==> src/rtl/calculate_exp_series.sv <==
// calculate_exp_series: streams T(0)=base, T(k+1)=round(T(k)*ratio >> FRAC_W) with
// saturation, one term per ready/valid handshake, multiply pipelined MUL_LAT deep.
module calculate_exp_series #(
    parameter int DATA_W  = 18,
    parameter int FRAC_W  = 12,
    parameter int ADDR_W  = 9,
    parameter int MUL_LAT = 2
) (
    input  logic              CLK,
    input  logic              RST_N,
    input  logic [DATA_W-1:0] iBase,
    input  logic [DATA_W-1:0] iRatio,
    input  logic [ADDR_W:0]   iCount,
    input  logic              iStart,
    input  logic              iAbort,
    input  logic              iReady,
    output logic [DATA_W-1:0] oData,
    output logic [ADDR_W-1:0] oAddr,
    output logic              oValid,
    output logic              oDone,
    output logic              oBusy,
    output logic              oSat
);
    typedef enum logic [1:0] {IDLE, EMIT, MUL, DONE} state_t;
    localparam int CW = MUL_LAT > 1 ? $clog2(MUL_LAT) : 1;
    localparam logic [2*DATA_W:0] HALF = (2*DATA_W+1)'(1) << (FRAC_W - 1);

    state_t              state_q, state_d;
    logic [DATA_W-1:0]   data_q, data_d, ratio_q, ratio_d;
    logic [ADDR_W-1:0]   addr_q, addr_d;
    logic [ADDR_W:0]     count_q, count_d;
    logic                sat_q, sat_d;
    logic [CW-1:0]       cnt_q, cnt_d;
    logic [2*DATA_W-1:0] prod;
    logic [2*DATA_W:0]   rnd, shr;
    logic [DATA_W:0]     mul_res;
    logic [DATA_W:0]     pipe_q [MUL_LAT];
    logic                last, mul_end;

    // Product is recomputed every cycle; data_q is frozen through MUL, so the
    // pipeline tail holds the next term exactly when MUL ends.
    assign prod    = {{DATA_W{1'b0}}, data_q} * {{DATA_W{1'b0}}, ratio_q};
    assign rnd     = {1'b0, prod} + HALF;
    assign shr     = rnd >> FRAC_W;
    assign mul_res = |shr[2*DATA_W:DATA_W] ? {1'b1, {DATA_W{1'b1}}} : {1'b0, shr[DATA_W-1:0]};
    assign last    = {1'b0, addr_q} == count_q - 1'b1;
    assign mul_end = cnt_q == CW'(MUL_LAT - 1);

    always_comb begin
        state_d = state_q;
        data_d  = data_q;
        ratio_d = ratio_q;
        addr_d  = addr_q;
        count_d = count_q;
        sat_d   = sat_q;
        cnt_d   = cnt_q;
        case (state_q)
            IDLE: if (iStart) begin
                state_d = iCount == '0 ? DONE : EMIT;
                data_d  = iBase;
                ratio_d = iRatio;
                count_d = iCount;
                addr_d  = '0;
                sat_d   = 1'b0;
            end
            EMIT: if (iAbort) state_d = IDLE;
                  else if (iReady) begin
                      state_d = last ? DONE : MUL;
                      cnt_d   = '0;
                  end
            MUL: if (iAbort) state_d = IDLE;
                 else if (mul_end) begin
                     state_d = EMIT;
                     data_d  = pipe_q[MUL_LAT-1][DATA_W-1:0];
                     sat_d   = sat_q | pipe_q[MUL_LAT-1][DATA_W];
                     addr_d  = addr_q + 1'b1;
                 end else cnt_d = cnt_q + 1'b1;
            default: state_d = IDLE;
        endcase
    end

    always_ff @(posedge CLK or negedge RST_N) begin
        if (!RST_N) begin
            state_q <= IDLE;
            data_q  <= '0;
            ratio_q <= '0;
            addr_q  <= '0;
            count_q <= '0;
            sat_q   <= 1'b0;
            cnt_q   <= '0;
            for (int i = 0; i < MUL_LAT; i++) pipe_q[i] <= '0;
        end else begin
            state_q   <= state_d;
            data_q    <= data_d;
            ratio_q   <= ratio_d;
            addr_q    <= addr_d;
            count_q   <= count_d;
            sat_q     <= sat_d;
            cnt_q     <= cnt_d;
            pipe_q[0] <= mul_res;
            for (int i = 1; i < MUL_LAT; i++) pipe_q[i] <= pipe_q[i-1];
        end
    end

    assign oData  = data_q;
    assign oAddr  = addr_q;
    assign oValid = state_q == EMIT;
    assign oDone  = state_q == DONE;
    assign oBusy  = state_q != IDLE;
    assign oSat   = sat_q;
endmodule

==> config.mk <==
export PLATFORM = sky130hd
export DESIGN_NAME = calculate_exp_series
export DESIGN_NICKNAME = d
export VERILOG_FILES = /design/src/rtl/calculate_exp_series.sv
export SDC_FILE = /design/constraint.sdc
export NUM_CORES = 1
export LEC_CHECK = 0
export CAP_MARGIN = 20
export CORE_AREA = 3 3 179 181
export CTS_CLUSTER_SIZE = 30
export DETAILED_ROUTE_END_ITERATION = 10
export DIE_AREA = 0 0 182 184
export MAX_ROUTING_LAYER = met4
export PLACE_DENSITY = 0.69
export REMOVE_ABC_BUFFERS = 1
export SLEW_MARGIN = 20
export SYNTH_ARGS = -nofsm -noshare
export SYNTH_HDL_FRONTEND = slang
export SYNTH_SLANG_ARGS = --single-unit
==> constraint.sdc <==
create_clock -name CLK -period 16.4 [get_ports CLK]
set_clock_uncertainty 0.2 [all_clocks]
set_input_delay 2.46 -clock CLK [delete_from_list [all_inputs] [get_ports CLK]]
set_output_delay 2.46 -clock CLK [all_outputs]
set_load 0.005 [all_outputs]
==> results of run 1 <==
[cells by family (layout without fill, tap and decap cells)]
family	Yosys count	in the layout	synth area share, %
AOI/OAI and AO/OA	144	144	6.05
xor gates and xnor gates	42	42	2.47
adders and majority gates	384	384	45.1
buffers and inverters	385	411	9.80
DFF	97	97	16.3
muxes	46	46	3.30
and+or+nand+nor	493	493	17.0
[per-stage QoR]
step,std cells,util [%],setup slack [ns],cell area (um2)
after floorplan,1513,-,9.88,14600
after global placement,1997,52.2,8.82,16000
after detailed placement,1997,52.2,8.85,16000
after CTS,2013,53.2,8.78,16300
after global routing,2013,53.2,8.24,16300
final,2013,53.2,8.67,16300
[synthesized netlist by cell type (20+ instances only)]
master      n  area [um2]
and2_1    185        1160
mux2i_1    21         210
inv_1     307        1150
nand4_1    32         200
clkbuf_1   67         251
fa_1      257        5140
ha_1      127        1590
dfrtp_1    97        2430
o21ai_0    48         240
xor2_1     22         193
nor2_1     31         116
nand2_1   195         732
a21oi_1    42         210
xnor2_1    20         175
mux2_2     25         282
[registers in the layout (all words and copies together), names as in the netlist]
register  cells
count_q      10
oSat          1
oAddr         9
state_q       2
cnt_q         1
oData        18
ratio_q      18
pipe_q       38
[worst paths after layout]
| check | start | endpoint | slack, ns | cells past startpoint |
|---|---|---|---|---|
| setup / recovery | oData[7]$_DFFE_PN0P_ | pipe_q[35]$_DFF_PN0_ | 8.67 | 21 |
| hold reg to reg | pipe_q[29]$_DFF_PN0_ | pipe_q[10]$_DFF_PN0_ | 0.15 | 0 |
| hold / removal | pipe_q[29]$_DFF_PN0_ | pipe_q[10]$_DFF_PN0_ | 0.15 | 0 |
| min in group asynchronous | RST_N | state_q[0]$_DFFE_PN0P_ | 1.86 | 1 |
| setup reg to reg | oData[7]$_DFFE_PN0P_ | pipe_q[35]$_DFF_PN0_ | 8.67 | 21 |
| max in group asynchronous | RST_N | oData[12]$_DFFE_PN0P_ | 12.94 | 2 |
[placed cells by master, fill, tap and decap left out, types with 4 or more instances in the layout]
master           Yosys  final
fa_1               257    257
mux2_2              25     25
o21ai_0             48     48
nor2_1              31     30
ha_1               127    127
or3_1                5      5
o21bai_1             4      4
nand2_1            195    195
o21a_1               6      6
a21o_1              10      9
clkdlybuf4s50_1      0     80
nor3_1               4      4
clkbuf_16            0      9
buf_4                0      8
dfrtp_1             97     97
nand3b_1             4      4
a21oi_1             42     42
and2_1             185    185
inv_1              307    307
nand2b_1             4      4
nand4_1             32     32
nor4_1               6      6
o211ai_1             5      5
xor2_1              22     22
a31oi_1              5      5
mux2i_1             21     21
nand3_1             10     10
xnor2_1             20     20
[critical path, stage by stage (launching register included)]
cell	delay [ns]
dfrtp_1	0.99
nand2_1	0.18
fa_1	0.57
inv_1	0.05
fa_1	0.50
inv_1	0.05
fa_1	0.53
inv_1	0.05
fa_1	0.47
fa_1	0.52
inv_1	0.05
fa_1	0.51
inv_1	0.05
ha_1	0.36
a21oi_1	0.35
o2111ai_1	0.18
a31oi_1	0.32
o22ai_2	0.16
nor2_1	0.17
a311oi_1	0.15
a2111oi_4	0.91
nand4_1	0.22
[final cells by class]
| cell class | count | area (um2) |
|---|---|---|
| clock buffers | 11 | 243 |
| clock inverters | 5 | 45.0 |
| fillers | 2776 | 14300 |
| inverters | 307 | 1150 |
| multi-input cells | 1109 | 11000 |
| flip-flops and latches | 97 | 2430 |
| well taps | 396 | 495 |
| repair buffers | 88 | 861 |
[routing by layer]
metal	up-vias	GRT usage [%]	routed length (um)
met5	-	-	0
li1	4934	-	-
met2	286	39.2	18400
met1	5517	30.6	15400
met4	0	5.61	606
met3	38	3.94	2170
==> out/metrics.csv, run 1 <==
metric,value,unit
Placer Congestion,0.916,
via count,10800,
routed wire length,36.6,mm
routed wire length per instance,18.2,um
clk slew on worst S/H paths,0.08,ns
io pins,82,
Setup crit start kind,flip-flop,
DR vias/cell,5.35,
CTS tree,built,
setup violators final,0,
Bufs on Longest Clock Path,2,
final period utilization,47.1,%
Critical Path Fanout Max,20,
number of hold violations in the final report,0,
clock sinks,97,
Root Driver,clkbuf_16,
critical path arrival,7.72,ns
vias in the first global route,11700,
Synth warnings,0,
"Cell Area, Synth",14900,um2
worst rel slew slack,30.2,%
Die Area,33500,um2
cts repair resizes,0,
largest net degree at the start of global routing,63,
Post-synth EDFFs,0,
Post-CTS Repair Setup Buffers,0,
Max Slew Vio Count,0,
sequential element share of the synthesized area,16.3,%
antenna cells,0,
row count,64,
worst skew pair latency,0.37,ns
number of nets in the layout,2047,
post-DP HPWL,28.1,mm
Hold Slack,0.150,ns
Syn Inst Count,1591,
number of port buffers,81,
Worst setup EP type,flip-flop,
RSZ-0062 raised after global routing,no,
#FFs+latches synth,97,
Post-CTS Hold Buffers,0,
cts bufs inserted,9,
average size of a mapped cell,9.38,um2
initial antenna violation count,0,
Crit path required time,16.39,ns
CTS H-tree lvls,3,
Tmin final,7.73,ns
Starting Density,48.8,%
grt ovf,0,
share of flip-flops with an asynchronous set or reset,100,%
DRC violations left,0,
Core Region,30600,um2
Die Y,184,um
Crit Path Class,reg2reg,
max-cap violation count,0,
layout cells sized above 1,3.90,%
TritonRoute pass-1 iters,5,
Die X,182,um
1st-iter DRT viols,559,
Yosys cell types,58,
Fin Setup TNS,0,ns
worst min path class,reg2reg,
"Primary FF master, synth",dfrtp_1,
area delta synth->final,9.01,%
GRT Resource Usage Total,23.6,%
Fmax,0.129,GHz
outcome,finished clean,
global-route wire length before repair,60.6,mm
Worst Tran Pin Value,1.04,ns
Final ANT Viol Nets,0,
Power of run 1 is not shown: default switching activity piles up to over one toggle a cycle in this logic, so the estimate is an artifact.
==> run 2, diff against run 1 <==
==> constraint.sdc (replaced) <==
create_clock -name CLK -period 7.2 [get_ports CLK]
set_clock_uncertainty 0.2 [all_clocks]
set_input_delay 1.08 -clock CLK [delete_from_list [all_inputs] [get_ports CLK]]
set_output_delay 1.08 -clock CLK [all_outputs]
set_load 0.005 [all_outputs]
==> run 2 against run 1 <==
  * Wire length barely moved
  * Hold slack improved by 0.0021 ns
  * Non-clock buffer count rose by 32
  * Register-to-register slack got worse by 8.4 ns
  * Core utilization rose by 1.0 points
  * First-iteration DRC count fell by 10%
  * Die area did not move
  * Sequential share of layout area fell by 0.25 points
  * Maximum frequency rose by 12%
  * Global-route usage barely moved
  * Critical path depth fell by 1
  * Final area rose by 1.9%
  * Critical path type unchanged
  * Critical endpoint is now pipe_q[19]$_DFF_PN0_
==> out/metrics.csv, run 2 (synthesis gave the netlist of run 1 again) <==
metric,value,unit
outcome,finished clean,
most frequent cells in the layout,"307 x inv_1, 257 x fa_1, 195 x nand2_1",
cts repair resizes,0,
worst r2r src,oData[12]$_DFFE_PN0P_,
Setup crit start kind,flip-flop,
max-cap violation count,0,
largest register by flop count,pipe_q,
Post-CTS Hold Buffers,0,
CTS H-tree lvls,3,
via count,10800,
Fmax,0.145,GHz
Die Area,33500,um2
vias in the first global route,11600,
largest net degree at the start of global routing,80,
Placer Congestion,0.892,
initial antenna violation count,0,
global-route wire length before repair,60.5,mm
TritonRoute pass-1 iters,5,
Critical Path Fanout Max,19,
Bufs on Longest Clock Path,2,
antenna cells,0,
worst skew pair latency,0.37,ns
Crit Path Class,reg2reg,
GRT Resource Usage Total,23.6,%
Crit path required time,7.22,ns
area delta synth->final,11.1,%
post-DP HPWL,29.9,mm
Fin Setup TNS,0,ns
"Core Util, Final",54.2,%
Largest register FFs,38,
CTS tree,built,
DR vias/cell,5.28,
final period utilization,95.6,%
io pins,82,
worst rel slew slack,45.7,%
Worst setup EP type,flip-flop,
worst min path class,reg2reg,
"commonest non-fill, non-tap cell in the layout",inv_1,
CP Launch Point,oData[12]$_DFFE_PN0P_,
routed wire length per instance,17.9,um
Reg2Reg Setup Slack,0.32,ns
Post-CTS Repair Setup Buffers,0,
Tmin final,6.88,ns
RSZ-0062 raised after global routing,no,
Worst Tran Pin Value,0.814,ns
number of port buffers,81,
row count,64,
number of nets in the layout,2079,
Max Slew Vio Count,0,
Root Driver,clkbuf_16,
DRC violations left,0,
1st-iter DRT viols,502,
critical path arrival,6.90,ns
Die X,182,um
clock sinks,97,
cts bufs inserted,9,
layout cells sized above 1,6.00,%
setup violators final,0,
routed wire length,36.6,mm
Starting Density,48.8,%
clk slew on worst S/H paths,0.08,ns
Core Region,30600,um2
grt ovf,0,
hold wc startpoint,pipe_q[25]$_DFF_PN0_,
number of hold violations in the final report,0,
Final ANT Viol Nets,0,
Die Y,184,um
==> run 2: routing by layer <==
layer | up-vias | track usage, % | wire, um
met2 | 300 | 38.3 | 17800
met5 | - | - | 0
met1 | 5440 | 31.5 | 15900
li1 | 4995 | - | -
met3 | 67 | 3.26 | 1910
met4 | 0 | 6.12 | 889
==> run 2: path summary, 6_finish.rpt <==
check                      cells past startpoint                     end
setup / recovery                              20    pipe_q[19]$_DFF_PN0_
min in group asynchronous                      1  count_q[7]$_DFFE_PN0P_
max in group asynchronous                      2    oData[6]$_DFFE_PN0P_
setup reg to reg                              20    pipe_q[19]$_DFF_PN0_
hold reg to reg                                0     pipe_q[6]$_DFF_PN0_
hold / removal                                 0     pipe_q[6]$_DFF_PN0_
==> run 2: critical path, stage by stage (launching register included) <==
cell and delay, ns:
dfrtp_1 0.77, nand2_1 0.16, fa_1 0.55, fa_1 0.52, fa_1 0.51, inv_1 0.05, fa_1 0.51, fa_1 0.50
inv_1 0.05, fa_1 0.50, inv_1 0.05, ha_1 0.35, a21oi_1 0.33, o2111ai_1 0.16, a31oi_1 0.26, o22ai_2 0.15
nor2_1 0.18, a311oi_1 0.16, a2111oi_4 0.35, buf_4 0.27, nand4_1 0.13
==> run 2: through the flow <==
step	instance area [um2]	hold WS [ns]	setup slack, ns	instances
6_report	16600	0.152	0.315	2045
5_1_grt	16600	0.159	0.00643	2045
4_1_cts	16500	0.153	0.261	2044
3_5_place_dp	16200	0.136	0.306	2028
3_3_place_gp	16200	0.140	0.374	2028
2_1_floorplan	14600	0.131	0.682	1513
==> run 2: final cells by class <==
cell class              instances  area (um2)
clock buffers                   9         225
well taps                     396         495
multi-input cells            1109       11000
clock inverters                 7         101
fillers                      2764       14000
inverters                     307        1150
flip-flops and latches         97        2430
repair buffers                120        1120
Power of run 2 is left out for the same reason.
==> run 3, diff against run 2 <==
--- a/config.mk
+++ b/config.mk
@@ -6,10 +6,10 @@
 export NUM_CORES = 1
 export LEC_CHECK = 0
 export CAP_MARGIN = 20
-export CORE_AREA = 3 3 179 181
+export CORE_AREA = 2 2 178 180
 export CTS_CLUSTER_SIZE = 30
 export DETAILED_ROUTE_END_ITERATION = 10
-export DIE_AREA = 0 0 182 184
+export DIE_AREA = 0 0 180 182
 export MAX_ROUTING_LAYER = met4
 export PLACE_DENSITY = 0.69
 export REMOVE_ABC_BUFFERS = 1
==> run 3 against run 2 <==
  * Count of clock-buffer cells in the layout did not move
  * Non-clock buffer count fell by 7
  * Maximum frequency rose by 0.62%
  * Sequential cell count did not move
  * Worst setup slack improved by 0.043 ns
  * Cell count barely moved
  * Largest cell class unchanged
==> out/metrics.csv, run 3 (synthesis gave the netlist of run 1 again) <==
metric,value,unit
Fmax,0.146,GHz
row count,65,
grt ovf,0,
Post-CTS Hold Buffers,0,
Fin Setup TNS,0,ns
worst rel slew slack,30.9,%
Worst path max stage delay,0.81,ns
Post-CTS Repair Setup Buffers,0,
number of hold violations in the final report,0,
RSZ-0062 raised after global routing,no,
Slowest cell on crit path,dfrtp_1,
cts bufs inserted,9,
Placer Congestion,0.926,
Die Area,32800,um2
TritonRoute pass-1 iters,4,
Worst Tran Pin Value,1.03,ns
largest register by flop count,pipe_q,
io pins,82,
number of nets in the layout,2072,
Die X,180,um
number of port buffers,81,
GRT Resource Usage Total,24.6,%
Critical Path Fanout Max,19,
vias in the first global route,12100,
Bufs on Longest Clock Path,2,
Max Slew Vio Count,0,
Largest register FFs,38,
Final ANT Viol Nets,0,
largest net degree at the start of global routing,79,
worst min path class,reg2reg,
setup violators final,0,
clock sinks,97,
routed wire length per instance,17.9,um
Crit path top cell by count,fa_1,
layout cells sized above 1,6.09,%
critical path cell sequence,nand2_1 > fa_1 > fa_1 > fa_1 > inv_1 > fa_1 > fa_1 > inv_1 > fa_1 > inv_1 > ha_1 > a21oi_1 > o2111ai_1 > a31oi_1 > o22ai_2 > nor2_1 > a311oi_1 > a2111oi_4 > buf_4 > nand4_1,
antenna cells,0,
post-DP HPWL,29.2,mm
area delta synth->final,10.7,%
DR vias/cell,5.37,
initial antenna violation count,0,
CTS H-tree lvls,3,
Root Driver,clkbuf_16,
DRC violations left,0,
routed wire length,36.5,mm
global-route wire length before repair,62.3,mm
final period utilization,95.0,%
Worst setup EP type,flip-flop,
Die Y,182,um
Starting Density,48.2,%
"commonest non-fill, non-tap cell in the layout",inv_1,
CTS tree,built,
max-cap violation count,0,
Crit path required time,7.22,ns
most frequent cells in the layout,"307 x inv_1, 257 x fa_1, 195 x nand2_1",
Setup crit start kind,flip-flop,
clk slew on worst S/H paths,0.08,ns
Tmin final,6.84,ns
critical path arrival,6.86,ns
outcome,finished clean,
Core Region,31000,um2
worst skew pair latency,0.36,ns
Crit Path Class,reg2reg,
via count,11000,
1st-iter DRT viols,587,
==> run 3: changes by cell type in the layout (fill, tap and decap cells not counted), moves of 2 or more <==
| cell | before | now |
|---|---|---|
| dfrtp_1 | 93 | 85 |
| dfrtp_2 | 4 | 12 |
| buf_4 | 38 | 32 |
| clkinv_4 | 0 | 2 |
| inv_6 | 2 | 0 |
| inv_8 | 1 | 3 |
==> run 3: per-stage QoR <==
stage                     instance area, um2  utilization [%]  instances  hold WS (ns)  worst slack [ns]
after floorplan                        14600                -       1513         0.131             0.682
after global placement                 16200             52.2       2028         0.136             0.418
after detailed placement               16200             52.2       2028         0.135             0.297
after CTS                              16500             53.2       2044         0.155             0.242
after global routing                   16500             53.3       2044         0.164           0.00417
final                                  16500             53.3       2044         0.152             0.358
==> run 3: worst paths after layout <==
path	cells after the start	slack, ns	to	from
min reg2reg	0	0.15	pipe_q[4]$_DFF_PN0_	pipe_q[23]$_DFF_PN0_
max	20	0.36	pipe_q[34]$_DFF_PN0_	oData[12]$_DFFE_PN0P_
max in group asynchronous	2	5.28	oData[8]$_DFFE_PN0P_	RST_N
max reg2reg	20	0.36	pipe_q[34]$_DFF_PN0_	oData[12]$_DFFE_PN0P_
min	0	0.15	pipe_q[4]$_DFF_PN0_	pipe_q[23]$_DFF_PN0_
min in group asynchronous	1	0.41	oData[2]$_DFFE_PN0P_	RST_N
==> run 3: per-layer routing <==
metal,track usage [%],routed length [um]
met5,-,0
met4,6.34,856
met3,3.97,1710
met2,40.9,18000
met1,31.6,15900
==> run 3: timing repair <==
| item | CTS | global route |
|---|---|---|
| endpoints found under the hold margin | 0 | 0 |
| endpoints found under the setup margin | 0 | 19 |
| resized for setup | 0 | 12 |
==> run 3: area by class of cell <==
| class | count | area (um2) |
|---|---|---|
| multi-input combinational | 1109 | 11000 |
| clock buffer | 9 | 225 |
| clock inverter | 7 | 97.6 |
| inverter | 307 | 1150 |
| sequential | 97 | 2440 |
| timing repair buffer | 113 | 1050 |
| fill | 2804 | 14500 |
| tap | 402 | 503 |
==> run 3: worst max-delay path, delay by kind of cell, from the launching register on <==
kind                     cells  cell delay [ns]
adder cells (fa/ha/maj)      7             3.39
AND/OR/NAND/NOR              3             0.50
flip-flops                   1             0.81
buffers and inverters        4             0.43
AO/OA/AOI/OAI                6             1.37
Power of run 3 is left out for the same reason.
